File: config.mk
export PLATFORM = sky130hd
export DESIGN_NAME = alorium_lfsr_gen
export DESIGN_NICKNAME = d
export VERILOG_FILES = /design/src/rtl/alorium_lfsr_pkg.sv /design/src/rtl/alorium_lfsr_step.sv /design/src/rtl/alorium_lfsr_gen.sv
export SDC_FILE = /design/constraint.sdc
export NUM_CORES = 1
export LEC_CHECK = 0
export CAP_MARGIN = 15
export CORE_ASPECT_RATIO = 0.5
export CORE_MARGIN = 5
export CORE_UTILIZATION = 35
export CTS_CLUSTER_DIAMETER = 30
export DETAILED_ROUTE_END_ITERATION = 8
export HOLD_SLACK_MARGIN = 0.05
export SYNTH_ARGS = -nofsm -noshare
export SYNTH_HDL_FRONTEND = slang
export SYNTH_SLANG_ARGS = --single-unit
File: constraint.sdc
create_clock -name clk -period 6.49 [get_ports clk]
set_clock_uncertainty 0.15 [all_clocks]
set_input_delay 0.649 -clock clk [delete_from_list [all_inputs] [get_ports clk]]
set_output_delay 0.649 -clock clk [all_outputs]
set_load 0.01 [all_outputs]
File: src/rtl/alorium_lfsr_pkg.sv
// Shared encodings and reference tap masks for the programmable XNOR LFSR generator.
package alorium_lfsr_pkg;

  localparam logic [1:0] MODE_STOP  = 2'b00;
  localparam logic [1:0] MODE_FREE  = 2'b01;
  localparam logic [1:0] MODE_BURST = 2'b10;

  typedef enum logic [1:0] {
    ST_IDLE  = 2'd0,
    ST_FREE  = 2'd1,
    ST_BURST = 2'd2
  } lfsr_state_e;

  // Maximal-length XNOR tap masks (bit i set = state[i] feeds back)
  localparam logic [7:0]  TAPS_W8  = 8'hB8;
  localparam logic [15:0] TAPS_W16 = 16'hB400;
  localparam logic [31:0] TAPS_W32 = 32'h80200003;

endpackage

File: src/rtl/alorium_lfsr_step.sv
// One Fibonacci XNOR LFSR step: feedback is the XNOR of the tapped state bits, shifted in at bit 0.
module alorium_lfsr_step
  import alorium_lfsr_pkg::*;
#(
  parameter int unsigned WIDTH = 16
) (
  input  logic [WIDTH-1:0] state_i,
  input  logic [WIDTH-1:0] taps_i,
  output logic [WIDTH-1:0] next_o
);

  logic fb;

  assign fb     = ~^(state_i & taps_i);
  assign next_o = {state_i[WIDTH-2:0], fb};

endmodule

File: src/rtl/alorium_lfsr_gen.sv
// Programmable-tap XNOR LFSR source with free-run / counted-burst modes and a valid/ready output.
// One value per clk under continuous ready; back-pressure stalls stepping and the burst count.
module alorium_lfsr_gen
  import alorium_lfsr_pkg::*;
#(
  parameter int unsigned      WIDTH        = 16,
  parameter logic [WIDTH-1:0] DEFAULT_TAPS = WIDTH'(TAPS_W16),
  parameter int unsigned      CNT_W        = 16
) (
  input  logic             clk,
  input  logic             reset_n,
  input  logic             seed_we,
  input  logic [WIDTH-1:0] seed,
  input  logic             cfg_we,
  input  logic [WIDTH-1:0] cfg_taps,
  input  logic [1:0]       mode,
  input  logic             start,
  input  logic [CNT_W-1:0] burst_len,
  output logic             busy,
  output logic             done,
  output logic             out_valid,
  input  logic             out_ready,
  output logic [WIDTH-1:0] out_data,
  output logic [WIDTH-1:0] taps
);

  localparam logic [WIDTH-1:0] STATE_ONE = {{(WIDTH-1){1'b0}}, 1'b1};

  lfsr_state_e      fsm_q;
  logic [WIDTH-1:0] state_q;
  logic [WIDTH-1:0] state_d;
  logic [WIDTH-1:0] taps_q;
  logic [WIDTH-1:0] out_data_q;
  logic [WIDTH-1:0] seed_guarded;
  logic [CNT_W-1:0] count_q;
  logic             out_valid_q;
  logic             busy_q;
  logic             done_q;
  logic             step_en;

  alorium_lfsr_step #(.WIDTH(WIDTH)) u_step (
    .state_i (state_q),
    .taps_i  (taps_q),
    .next_o  (state_d)
  );

  // All-ones is the XNOR lockup state, so it is never loaded
  assign seed_guarded = (seed == {WIDTH{1'b1}}) ? STATE_ONE : seed;
  assign step_en      = (fsm_q != ST_IDLE) && (!out_valid_q || out_ready);

  always_ff @(posedge clk or negedge reset_n) begin
    if (!reset_n) begin
      fsm_q       <= ST_IDLE;
      state_q     <= STATE_ONE;
      taps_q      <= DEFAULT_TAPS;
      out_data_q  <= '0;
      out_valid_q <= 1'b0;
      count_q     <= '0;
      busy_q      <= 1'b0;
      done_q      <= 1'b0;
    end else begin
      done_q <= 1'b0;
      if (seed_we) begin
        state_q     <= seed_guarded;
        out_valid_q <= 1'b0;
        fsm_q       <= ST_IDLE;
        busy_q      <= 1'b0;
        count_q     <= '0;
      end else begin
        if (step_en) begin
          state_q     <= state_d;
          out_data_q  <= state_d;
          out_valid_q <= 1'b1;
        end else if (out_valid_q && out_ready) begin
          out_valid_q <= 1'b0;
        end

        if (cfg_we && (fsm_q == ST_IDLE)) begin
          taps_q <= cfg_taps;
        end

        case (fsm_q)
          ST_IDLE: begin
            if (start && (mode == MODE_FREE)) begin
              fsm_q  <= ST_FREE;
              busy_q <= 1'b1;
            end else if (start && (mode == MODE_BURST)) begin
              if (burst_len != '0) begin
                fsm_q   <= ST_BURST;
                busy_q  <= 1'b1;
                count_q <= burst_len;
              end else begin
                done_q <= 1'b1;
              end
            end
          end
          ST_FREE: begin
            if (mode != MODE_FREE) begin
              fsm_q  <= ST_IDLE;
              busy_q <= 1'b0;
            end
          end
          ST_BURST: begin
            if (step_en) begin
              count_q <= count_q - CNT_W'(1);
              if (count_q == CNT_W'(1)) begin
                fsm_q  <= ST_IDLE;
                busy_q <= 1'b0;
                done_q <= 1'b1;
              end
            end
          end
          default: begin
            fsm_q  <= ST_IDLE;
            busy_q <= 1'b0;
          end
        endcase
      end
    end
  end

  assign busy      = busy_q;
  assign done      = done_q;
  assign out_valid = out_valid_q;
  assign out_data  = out_data_q;
  assign taps      = taps_q;

endmodule
### After elaboration in Yosys (flattened, before gate mapping)

Cells that the tools add are included.

* input bits: 56
* logic and storage cells: 79
* output and inout port bits: 35
* flip-flop bits (word level): 69

* bitwise gates (word level): 2
* reductions and logical operators: 18
* add/subtract/negate cells: 1
* eq/ne operators: 15
* multiplexer cells: 35

Operators with widths (count)
* 2-to-1 mux 16 bit: 8
* case mux 16 bit (2 select lines): 1
* AND 16 bit: 1
* == test 16 x 1 -> 1 bit, second input constant: 1
* == test 16 bit, second input constant: 1
* 2-to-1 mux 1 bit: 16
* nonzero test 16 bit: 1
* XNOR reduction 16 bit: 1
* subtractor 16 x 1 -> 16 bit, second input constant: 1
* 2-to-1 mux 2 bit: 7
* != test 3 bit, second input constant: 4
* AND reduction 5 bit: 2
* != test 4 x 2 -> 1 bit, second input constant: 2
* != test 3 x 2 -> 1 bit, second input constant: 2
* case mux 2 bit (3 select lines): 1
* nonzero test 3 bit: 2
* logical AND 1 bit: 5
* == test 2 x 1 -> 1 bit, second input constant: 2
* == test 2 bit, second input constant: 2
* AND reduction 2 bit: 2
* nonzero test 2 bit: 2
* case mux 1 bit (3 select lines): 1
* logical NOT 2 bit: 1
* != test 2 x 1 -> 1 bit, second input constant: 1
* 4 further kinds: 4

### Longest topological paths before layout

* depth after elaboration: 6
* depth in mapped cells: 8
* mapped depth without buffers: 7

### By module

Synthesis repeated with hierarchy kept, for this count alone.

* cells, all modules: 358
* area total of the unflattened synthesis: 3777.4 µm²

By module, submodules not included
* alorium_lfsr_gen: area each 3465.8 µm², cells an instance 311, sequential area each 1732.9 µm², instances 1
* alorium_lfsr_step: area each 311.5 µm², cells an instance 47, sequential area each 0.0 µm², instances 1

### Least setup slack after synthesis

OpenSTA, ideal clock, no wires.

* path kind: input to register
* start: input port out_ready
* end: register out_data_q[2], in the netlist out_data[2]
* path buffers: 3
* path slack: 4.119 ns
* library setup time: 0.128 ns
* stages on the path: 7
* data arrival time: 2.094 ns
* required time: 6.212 ns
* path through: nand2b_1 -> o21a_1 -> clkbuf_1 -> nand2b_1 -> clkbuf_1 -> buf_2 -> mux2_1

* word-level cells in the longest chain between the ends: 3

Ends and longest elaborated chain
* start: declaration: RTL line alorium_lfsr_gen.sv:22 `input logic out_ready,`
* logical OR 1 bit: RTL line alorium_lfsr_gen.sv:49 `assign step_en = (fsm_q != ST_IDLE) && (!out_valid_q || out_ready);`
* logical AND 1 bit: RTL line alorium_lfsr_gen.sv:49
* AND reduction 2 bit (no source line)
* end signal: assignment: RTL line alorium_lfsr_gen.sv:72 `out_data_q <= state_d;`
* end: declaration: RTL line alorium_lfsr_gen.sv:33 `logic [WIDTH-1:0] out_data_q;`

Every way passes these cells.
A chain may end at the register's enable or synchronous reset.

### Final worst setup path

* start: input port out_ready
* end: register out_data_q[6], in the netlist out_data[6]

The elaborated chain is that of the path after synthesis.

==> flow_metrics.env <==
export IMPL_p_int_mw=1.07
export IMPL_antenna_left=0
export IMPL_cts_resized=0
export IMPL_vdd_drop_max_v=0.000128
export IMPL_fillerInstances=909
export IMPL_arrival_ps=3130
export IMPL_gr_total_overflow=0
export IMPL_globalplace_congestion=0.769
export IMPL_initial_core_util=0.354
export IMPL_grt_total_usage=0.156
export IMPL_coreArea_um2=10100
export IMPL_worstSetupPathType="input pin to flop"
export IMPL_setup_tns_ps=0
export IMPL_dieArea_um2=12400
export IMPL_routed_wl_um=9370
export IMPL_max_freq_ghz=0.326
export IMPL_drt_wirelength_per_cell_um=16.1
export IMPL_cts_hold_buf=0
export IMPL_swShare=0.275
export IMPL_area_delta_synth_final_pct=37.6
export IMPL_syn_num_nets=407
export IMPL_fp_dieW_um=153
export IMPL_end_kind="flop"
export IMPL_synth_seq_area_share=0.488
export IMPL_grt_pass1_wl_um=15400
export IMPL_post_cts_buffers=0
export IMPL_crit_fanout=18
export IMPL_rr_startpoint="fsm_q[1]"
export IMPL_hpwl_um=6640
export IMPL_hold_path_class="flop to flop"
export IMPL_path_clk_slew_ps=60
export IMPL_syn_area_um2=3550
export IMPL_worst_ep_required_time_ps=6550
export IMPL_p_leak_nw=1.97
export IMPL_max_cap_violations=0
export IMPL_synth_cell_types=47
export IMPL_status="completed"
export IMPL_worstHoldStart="out_data[4]"
export IMPL_cts_sinks=69
export IMPL_diodes=0
export IMPL_final_min_clock_period_ps=3070
export IMPL_htreeDepth=3
export IMPL_grt_antenna_before_repair=0
export IMPL_startpoint="out_ready"
export IMPL_finalCritPeriodShare=0.472
export IMPL_io_pins=91
export IMPL_cts_tree="yes"
export IMPL_portBuffers=90
export IMPL_dp_slack_ps=3030
export IMPL_die_height_um=81.3
export IMPL_worst_slack_ps=3420
export IMPL_relSlewSlack=0.404
export IMPL_grt_pass1_vias=2994
export IMPL_drtIter0Drc=105
export IMPL_tightest_slew_ps=894
export IMPL_synth_top_flop_cell="dfrtp_1"
export IMPL_setup_viol=0
export IMPL_num_nets_final=493
export IMPL_cts_buffer_depth=2
export IMPL_p_per_area_nw_per_um2=302
export IMPL_vias=2935
export IMPL_synth_edff_count=0
export IMPL_grt_start_max_net_pins=70
export IMPL_routed_via_density=5.06
export IMPL_num_rows=26
export IMPL_cts_root_buf="clkbuf_16"
export IMPL_total_power_mw=1.47
export IMPL_p_comb_frac=0.261
export IMPL_yosysWarnings=0
export IMPL_layout_drive_gt1_share=0.132
export IMPL_cts_inserted_buffers=9
export IMPL_hold_viol_final=0
export IMPL_rsz0062_at_grt="no"
export IMPL_drtPass1Iterations=4
export IMPL_avgSynthCellArea_um2=10.2
export IMPL_clkPwrFrac=0.360
export IMPL_synth_seq_cells=69
export IMPL_maxSlewViolCount=0
export IMPL_p_switching_mw=0.406
export IMPL_synth_async_reset_ratio=1.00
export IMPL_clk_latency_ps=330
export IMPL_drc=0
export IMPL_critPathLaunchType="input pin"
export IMPL_synthCells=349
export IMPL_power_frac_seq=0.379
[per-stage QoR]
| step | util | std cells | hold slack, ps | area, µm² |
|---|---|---|---|---|
| 6_report | 0.486 | 580 | 341 | 4890 |
| 5_1_grt | 0.486 | 580 | 353 | 4890 |
| 4_1_cts | 0.485 | 579 | 343 | 4880 |
| 3_5_place_dp | 0.454 | 563 | 331 | 4560 |
| 3_3_place_gp | 0.454 | 563 | 327 | 4560 |
| 2_1_floorplan | - | 349 | 203 | 3550 |
[cell type report]
cell class	instances	area [µm²]	area share
clock buffer	11	243	0.0496
sequential	69	1730	0.354
clock inverter	5	75.1	0.0154
tap	140	175	0.0358
timing repair buffer	93	922	0.189
inverter	2	7.51	0.00154
multi-input combinational	260	1730	0.355
[logic make-up after synthesis]
kind of cell	after synthesis	share of synthesized area
adders and majority gates	2	0.00704
AOI/OAI and AO/OA	78	0.140
muxes	44	0.135
buffers and inverters	20	0.0246
and+or+nand+nor	121	0.169
DFF	69	0.488
xor gates and xnor gates	15	0.0370
[power groups by stage]
stage	Sequential [mW]	Combinational [mW]	Clock, mW
2_1_floorplan	0.576	0.176	0
3_3_place_gp	0.568	0.383	0
3_5_place_dp	0.568	0.387	0
4_1_cts	0.561	0.390	0.539
5_1_grt	0.571	0.421	0.558
6_report	0.559	0.384	0.531
[cells in the mapped netlist (all sizes together) (2+ instances only)]
cell type,n,area [µm²]
nand3,2,10.0
o21ai,32,160
nand3b,2,15.0
dfrtp,64,1600
nor2b,2,12.5
inv,2,7.51
nor4,9,62.6
xor2,3,26.3
mux2,32,360
dfstp,5,131
nor3,14,75.1
nand2,40,150
nor3b,7,52.6
mux2i,12,120
buf,6,35.0
ha,2,25.0
a21oi,21,113
a22oi,5,37.5
xnor2,12,105
nor2,29,109
clkbuf,12,45.0
o2bb2ai,10,87.6
nand4,5,31.3
nand2b,5,31.3
[layout by cell type (no fill, tap or decap), types with 12 or more instances in the layout]
master / n
nor2_1: 29
o21ai_0: 29
a21oi_1: 19
nor3_1: 13
dfrtp_1: 64
xnor2_1: 12
nand2_1: 40
mux2_2: 25
mux2i_1: 12
clkdlybuf4s50_1: 89
[routing by layer]
metal  track usage  up-vias  share of wire
li1              -     1432              -
met1         0.207     1422           0.49
met2         0.252       67           0.45
met3        0.0442       14          0.043
met4        0.0516        0          0.016
met5             0        -              0
[path summary, 6_finish.rpt]
path	end	slack [ps]	cells after the start
max	out_data[6]	3420	5
min reg2reg	out_data[4]	340	1
min in group asynchronous	out_data[11]	360	2
min	out_data[4]	340	1
max reg2reg	out_data[6]	3720	3
max in group asynchronous	count_q[4]	5240	2
[critical path: stages]
cell	delay, ps
clkdlybuf4s50_1	440
nand2b_1	210
o21a_1	650
nand2b_1	660
mux2_1	510
[sequential cells by signal, indices dropped and copies added, names as in the netlist]
| register | count |
|---|---|
| count_q | 16 |
| out_data | 16 |
| state_q | 16 |
| taps | 16 |
| fsm_q | 2 |
| busy | 1 |
| done | 1 |
| out_valid | 1 |
Power figures use the tool's default switching activity.
